**src/rtl/dest_match_pkg.sv**
```systemverilog
// Shared types and helpers for the destination-ID match arbiter.
package dest_match_pkg;

  typedef enum logic [1:0] {
    IDLE    = 2'd0,
    COMPARE = 2'd1,
    RESPOND = 2'd2
  } state_e;

  // All-ones ID of the given width, returned in a 64-bit container.
  function automatic logic [63:0] BCAST_ID(input int unsigned width);
    if (width >= 64) begin
      return '1;
    end
    return (64'd1 << width) - 64'd1;
  endfunction

endpackage

```
**src/rtl/rr_arbiter.sv**
```systemverilog
// Combinational round-robin arbiter: first requester at or after the pointer wins.
module rr_arbiter #(
  parameter int unsigned NUM_CH = 4,
  localparam int unsigned CH_W  = $clog2(NUM_CH)
) (
  input  logic [NUM_CH-1:0] i_req,
  input  logic [CH_W-1:0]   i_ptr,
  output logic [NUM_CH-1:0] o_gnt,
  output logic [CH_W-1:0]   o_idx,
  output logic              o_valid
);

  int unsigned w_idx;

  always_comb begin
    o_gnt   = '0;
    o_idx   = '0;
    o_valid = 1'b0;
    w_idx   = 0;
    for (int unsigned off = 0; off < NUM_CH; off++) begin
      w_idx = (32'(i_ptr) + off) % NUM_CH;
      if (!o_valid && i_req[w_idx]) begin
        o_valid      = 1'b1;
        o_gnt[w_idx] = 1'b1;
        o_idx        = CH_W'(w_idx);
      end
    end
  end

endmodule

```
**src/rtl/dest_match_arb.sv**
```systemverilog
// Multi-channel destination-ID checker with round-robin arbitration and saturating stats.
// Optional broadcast detection is enabled by defining DEST_BROADCAST_EN.
module dest_match_arb
  import dest_match_pkg::*;
#(
  parameter int unsigned ID_W    = 16,
  parameter int unsigned NUM_CH  = 4,
  parameter int unsigned COUNT_W = 16,
  localparam int unsigned CH_W   = $clog2(NUM_CH)
) (
  input  logic                   i_clock,
  input  logic                   i_rst,
  input  logic                   i_en,
  input  logic [ID_W-1:0]        i_my_node_id,
  input  logic [ID_W-1:0]        i_my_node_mask,
  input  logic [NUM_CH-1:0]      i_req_valid,
  input  logic [NUM_CH*ID_W-1:0] i_req_dest_id,
  output logic [NUM_CH-1:0]      o_req_ready,
  output logic                   o_res_valid,
  input  logic                   i_res_ready,
  output logic [CH_W-1:0]        o_res_ch,
  output logic                   o_iamDestination,
  output logic                   o_is_broadcast,
  output logic                   o_done,
  input  logic                   i_clear_counts,
  output logic [COUNT_W-1:0]     o_match_count,
  output logic [COUNT_W-1:0]     o_reject_count
);

  state_e               r_state;
  logic [CH_W-1:0]      r_rr_ptr;
  logic [CH_W-1:0]      r_gnt_idx;
  logic [ID_W-1:0]      r_dest;
  logic                 r_res_valid;
  logic [CH_W-1:0]      r_res_ch;
  logic                 r_iam;
  logic                 r_bcast;
  logic                 r_done;
  logic [COUNT_W-1:0]   r_match_cnt;
  logic [COUNT_W-1:0]   r_reject_cnt;

  logic [NUM_CH-1:0]    w_gnt;
  logic [CH_W-1:0]      w_gnt_idx;
  logic                 w_arb_valid;
  logic [CH_W-1:0]      w_next_ptr;
  logic                 w_match_raw;
  logic                 w_is_bcast;
  logic                 w_match;

  rr_arbiter #(
    .NUM_CH (NUM_CH)
  ) u_rr_arbiter (
    .i_req   (i_req_valid),
    .i_ptr   (r_rr_ptr),
    .o_gnt   (w_gnt),
    .o_idx   (w_gnt_idx),
    .o_valid (w_arb_valid)
  );

  assign w_next_ptr  = (w_gnt_idx == CH_W'(NUM_CH - 1)) ? '0 : w_gnt_idx + CH_W'(1);
  assign w_match_raw = ((r_dest ^ i_my_node_id) & i_my_node_mask) == '0;

`ifdef DEST_BROADCAST_EN
  logic [ID_W-1:0] w_bcast_id;
  assign w_bcast_id = ID_W'(BCAST_ID(ID_W));
  assign w_is_bcast = (r_dest == w_bcast_id);
  assign w_match    = w_match_raw | w_is_bcast;
`else
  assign w_is_bcast = 1'b0;
  assign w_match    = w_match_raw;
`endif

  // Grant strobe is combinational so the requester sees it in the accepting cycle.
  assign o_req_ready = (r_state == IDLE && i_en) ? w_gnt : '0;

  always_ff @(posedge i_clock) begin
    if (i_rst) begin
      r_state     <= IDLE;
      r_rr_ptr    <= '0;
      r_gnt_idx   <= '0;
      r_dest      <= '0;
      r_res_valid <= 1'b0;
      r_res_ch    <= '0;
      r_iam       <= 1'b0;
      r_bcast     <= 1'b0;
      r_done      <= 1'b0;
    end else begin
      r_done <= 1'b0;
      unique case (r_state)
        IDLE: begin
          if (i_en && w_arb_valid) begin
            r_dest    <= i_req_dest_id[w_gnt_idx*ID_W +: ID_W];
            r_gnt_idx <= w_gnt_idx;
            r_rr_ptr  <= w_next_ptr;
            r_state   <= COMPARE;
          end
        end
        COMPARE: begin
          r_iam       <= w_match;
          r_bcast     <= w_is_bcast;
          r_res_ch    <= r_gnt_idx;
          r_res_valid <= 1'b1;
          r_state     <= RESPOND;
        end
        RESPOND: begin
          if (i_res_ready) begin
            r_res_valid <= 1'b0;
            r_done      <= 1'b1;
            r_state     <= IDLE;
          end
        end
        default: r_state <= IDLE;
      endcase
    end
  end

  // Clear takes priority over an increment landing in the same cycle.
  always_ff @(posedge i_clock) begin
    if (i_rst || i_clear_counts) begin
      r_match_cnt  <= '0;
      r_reject_cnt <= '0;
    end else if (r_state == COMPARE) begin
      if (w_match) begin
        if (r_match_cnt != '1) r_match_cnt <= r_match_cnt + COUNT_W'(1);
      end else begin
        if (r_reject_cnt != '1) r_reject_cnt <= r_reject_cnt + COUNT_W'(1);
      end
    end
  end

  assign o_res_valid      = r_res_valid;
  assign o_res_ch         = r_res_ch;
  assign o_iamDestination = r_iam;
  assign o_is_broadcast   = r_bcast;
  assign o_done           = r_done;
  assign o_match_count    = r_match_cnt;
  assign o_reject_count   = r_reject_cnt;

endmodule

```
**config.mk**
```make
export PLATFORM = sky130hd
export DESIGN_NAME = dest_match_arb
export DESIGN_NICKNAME = d
export VERILOG_FILES = /design/src/rtl/dest_match_pkg.sv /design/src/rtl/rr_arbiter.sv /design/src/rtl/dest_match_arb.sv
export SDC_FILE = /design/constraint.sdc
export NUM_CORES = 1
export LEC_CHECK = 0
export CAP_MARGIN = 20
export CORE_UTILIZATION = 42
export CTS_BUF_LIST = sky130_fd_sc_hd__clkbuf_8
export CTS_CLUSTER_SIZE = 24
export DETAILED_ROUTE_END_ITERATION = 7
export PLACE_DENSITY = 0.79
export SLEW_MARGIN = 0
export SYNTH_ARGS = -nofsm -noshare
export SYNTH_HDL_FRONTEND = slang
export SYNTH_SLANG_ARGS = --single-unit
```
**constraint.sdc**
```tcl
create_clock -name i_clock -period 3.7 [get_ports i_clock]
set_clock_uncertainty 0.15 [all_clocks]
set_input_delay 0.74 -clock i_clock [delete_from_list [all_inputs] [get_ports i_clock]]
set_output_delay 0.74 -clock i_clock [all_outputs]
set_load 0.01 [all_outputs]
```
==> flow_metrics.tcl <==
set metrics [dict create \
    fin_util_pct 64.06 \
    numPortBuffers 145 \
    drv_cap 0 \
    r2r-end "r_dest[9]" \
    diodes 0 \
    endpoint_kind "primary output" \
    rsz0062_at_grt "false" \
    synth_flop_cell "sky130_fd_sc_hd__dfxtp_1" \
    drc 0 \
    synth.yosys.seq_area_share_pct 29.10 \
    r2r-start "r_rr_ptr[0]" \
    synth_cells 506 \
    mostFrequentLayoutCell "sky130_fd_sc_hd__clkdlybuf4s50_1" \
    run_status "finished clean" \
    initial_utilization_pct 43.72 \
    post_synth_num_cell_types 61 \
    fp.coreArea_um2 9284 \
    cts_inserted_buffers 9 \
    hold_viol_final 0 \
    period_share_pct 97.37 \
    syn_area_um2 4059 \
    maxSlewViolCount 0 \
    crit_type "input port to primary output" \
    worst_slew_margin_rel_pct 46.39 \
    arrival_ns 2.71 \
    die_h_um 100.3 \
    dp.final_hpwl_mm 9.154 \
    critPathLaunchType "input port" \
    fin_worst_hold_slack_ns 0.3120 \
    io-pin-count 147 \
    crit_path_slowest_cell "sky130_fd_sc_hd__mux4_2" \
    worst_pin_slew_ns 0.7974 \
    grtUsageTotal_pct 23.90 \
    timing.critical_path.fanout_max 10 \
    maxClockFrequency_mhz 277.6 \
    crit_path_cell_chain "dlygate4sd2_1, mux4_2, nor2b_4, buf_4, a22oi_1, nor2_1, a221oi_2, nor2_1, dlygate4sd2_1" \
    clkSlewWorstSetupHoldPaths_ns 0.07 \
    h-tree-depth 3 \
    drt_iter0_markers 192 \
    ys_seq_elements 59 \
    final_routed_wirelength_mm 12.06 \
    finalWeightedCongestion 0.8301 \
    route.antenna.remaining_nets 0 \
    r2r_slack_ns 0.68 \
    post_synth.cell_area_avg_um2 8.022 \
    final.setup.tns_ns 0 \
    cts_tree "yes" \
    setup-violations-final 0 \
    die_w_um 100.3 \
    postSynthNetCount 620 \
    cell_depth_of_the_worst_flop_to_flop_path 8 \
    die_area_um2 10060 \
    global_route_congestion_overflow_total 0 \
    worst_skew_pair.late_latency_ns 0.34 \
    worst_path_largest_cell_delay_ns 0.51 \
    clk_root_buffer_cell "sky130_fd_sc_hd__clkbuf_8" \
    crit_required_ns 2.81 \
    holdCritPathClass "flop to flop" \
    final_nets 766 \
    grt_first_pass_wirelength_mm 19.02 \
    grt_max_degree 34 \
    setup.worst_path.start "i_req_valid[0]" \
    worst_ir_drop_vdd_mv 0.1803 \
    synth_async_sr_flop_share_pct 0 \
    synth-edff-count 0 \
    ctsLongestPathBuffers 2 \
    cts_hold_repair.buffers 0 \
    drt_pass1_iterations 5 \
    cts.sink_count 59 \
    grt_antenna_before_repair 0 \
    total_leakage_power_nw 2.229 \
    drive_above_1_share_pct 9.741 \
    worstHoldPathCells 2 \
    layout.cells.most_common_list "sky130_fd_sc_hd__clkdlybuf4s50_1 (137), sky130_fd_sc_hd__nor2_1 (73), sky130_fd_sc_hd__dfxtp_1 (59)" \
    detail_route.wl_per_cell_um 15.34 \
    timing.final.crit_period_ns 3.603 \
    crit_path_end "o_req_ready[3]" \
    drt_via_density 5.598 \
    rows 35 \
    yosys_warnings 0 \
    area.growth.synth_to_final_pct 46.52 \
    first_global_vias 4052 \
    via_count 4400 \
    power_dens_cells_nw_per_um2 346.7 \
]
Yosys cell counts, drive strengths merged, types with 6 or more instances:
cell type,number,share of area [%]
nand3b,9,1.7
or4,11,2.0
a22oi,13,2.4
nor2,74,7.0
or3,21,3.2
o21a,6,1.1
nand2,32,3.0
mux2i,34,8.4
mux2,8,2.2
inv,8,0.74
nand3,15,1.8
dfxtp,59,29
o31ai,10,1.8
xor2,16,3.5
o21ai,37,4.6
buf,13,2.3
nor3,9,1.1
a21oi,24,3.0
ha,9,2.8
and3,8,1.2
nand4,16,2.5
nand2b,6,0.92
clkbuf,20,1.9
power by group:
part	total [mW]	internal, mW	switching (mW)
clock network	0.615	0.364	0.251
registers	0.715	0.677	0.0378
logic	0.732	0.382	0.351
area by class of cell:
cell class / count / area [µm²]
Clock inverter: 4 / 47.55
Timing Repair Buffer: 168 / 1638
Sequential cell: 59 / 1181
Clock buffer: 12 / 165.2
Fill cell: 806 / 3337
Inverter: 8 / 30.03
Multi-Input combinational cell: 406 / 2724
Tap cell: 129 / 161.4
logic make-up after synthesis:
group	count (synthesis)	synth area share, %
compound gates	115	18.80
fa+ha+maj	9	2.774
xor+xnor	18	3.884
buf+inv	41	4.901
other cells	1	0.09239
simple gates	217	27.56
mux	46	12.89
flops	59	29.10
through the flow:
step / worst slack, ns / power, mW / instance area, µm² / instances
2_1_floorplan: 0.07508 / 1.173 / 4061 / 506
3_3_place_gp: -0.1269 / 1.406 / 5673 / 768
3_5_place_dp: -0.2637 / 1.426 / 5673 / 768
4_1_cts: 0.01257 / 2.051 / 5908 / 786
5_1_grt: 0.07892 / 2.163 / 5947 / 786
6_report: 0.09730 / 2.062 / 5947 / 786
registers in the layout, indices dropped and copies added, names as in the netlist:
register          flops
r_state               2
r_dest               16
o_done                1
o_reject_count       16
o_res_valid           1
r_rr_ptr              2
o_iamDestination      1
o_res_ch              2
r_gnt_idx             2
o_match_count        16
how the worst min path moves through the flow:
stage                          start          endpoint  slack, ns
floorplan               r_gnt_idx[0]       o_res_ch[0]       0.28
global placement        r_gnt_idx[1]       o_res_ch[1]       0.30
detailed placement      r_gnt_idx[1]       o_res_ch[1]       0.30
CTS                     r_gnt_idx[1]       o_res_ch[1]       0.31
global route        o_iamDestination  o_iamDestination       0.34
finish                  r_gnt_idx[1]       o_res_ch[1]       0.31
worst max-delay path, delay by kind of cell:
kind / cells / cell delay [ns]
AOI/OAI and AO/OA: 2 / 0.40
buffers and inverters: 3 / 0.75
and+or+nand+nor: 3 / 0.31
muxes: 1 / 0.51
repair_timing:
action | in CTS | in global routing
setup buffers | 2 | 0
pin swaps | 0 | 0
setup endpoints to repair | 4 | 3
gates cloned | 0 | 0
resized for setup | 9 | 8
metal layers:
metal / vias to the layer above / track usage (%) / part of all wire [%]
li1: 2153 / - / -
met1: 2044 / 29.11 / 41
met2: 186 / 42.73 / 50
met3: 17 / 3.552 / 6.7
met4: 0 / 8.361 / 1.6
met5: - / 0 / 0
Note: power is estimated with default switching activity, not from simulation.
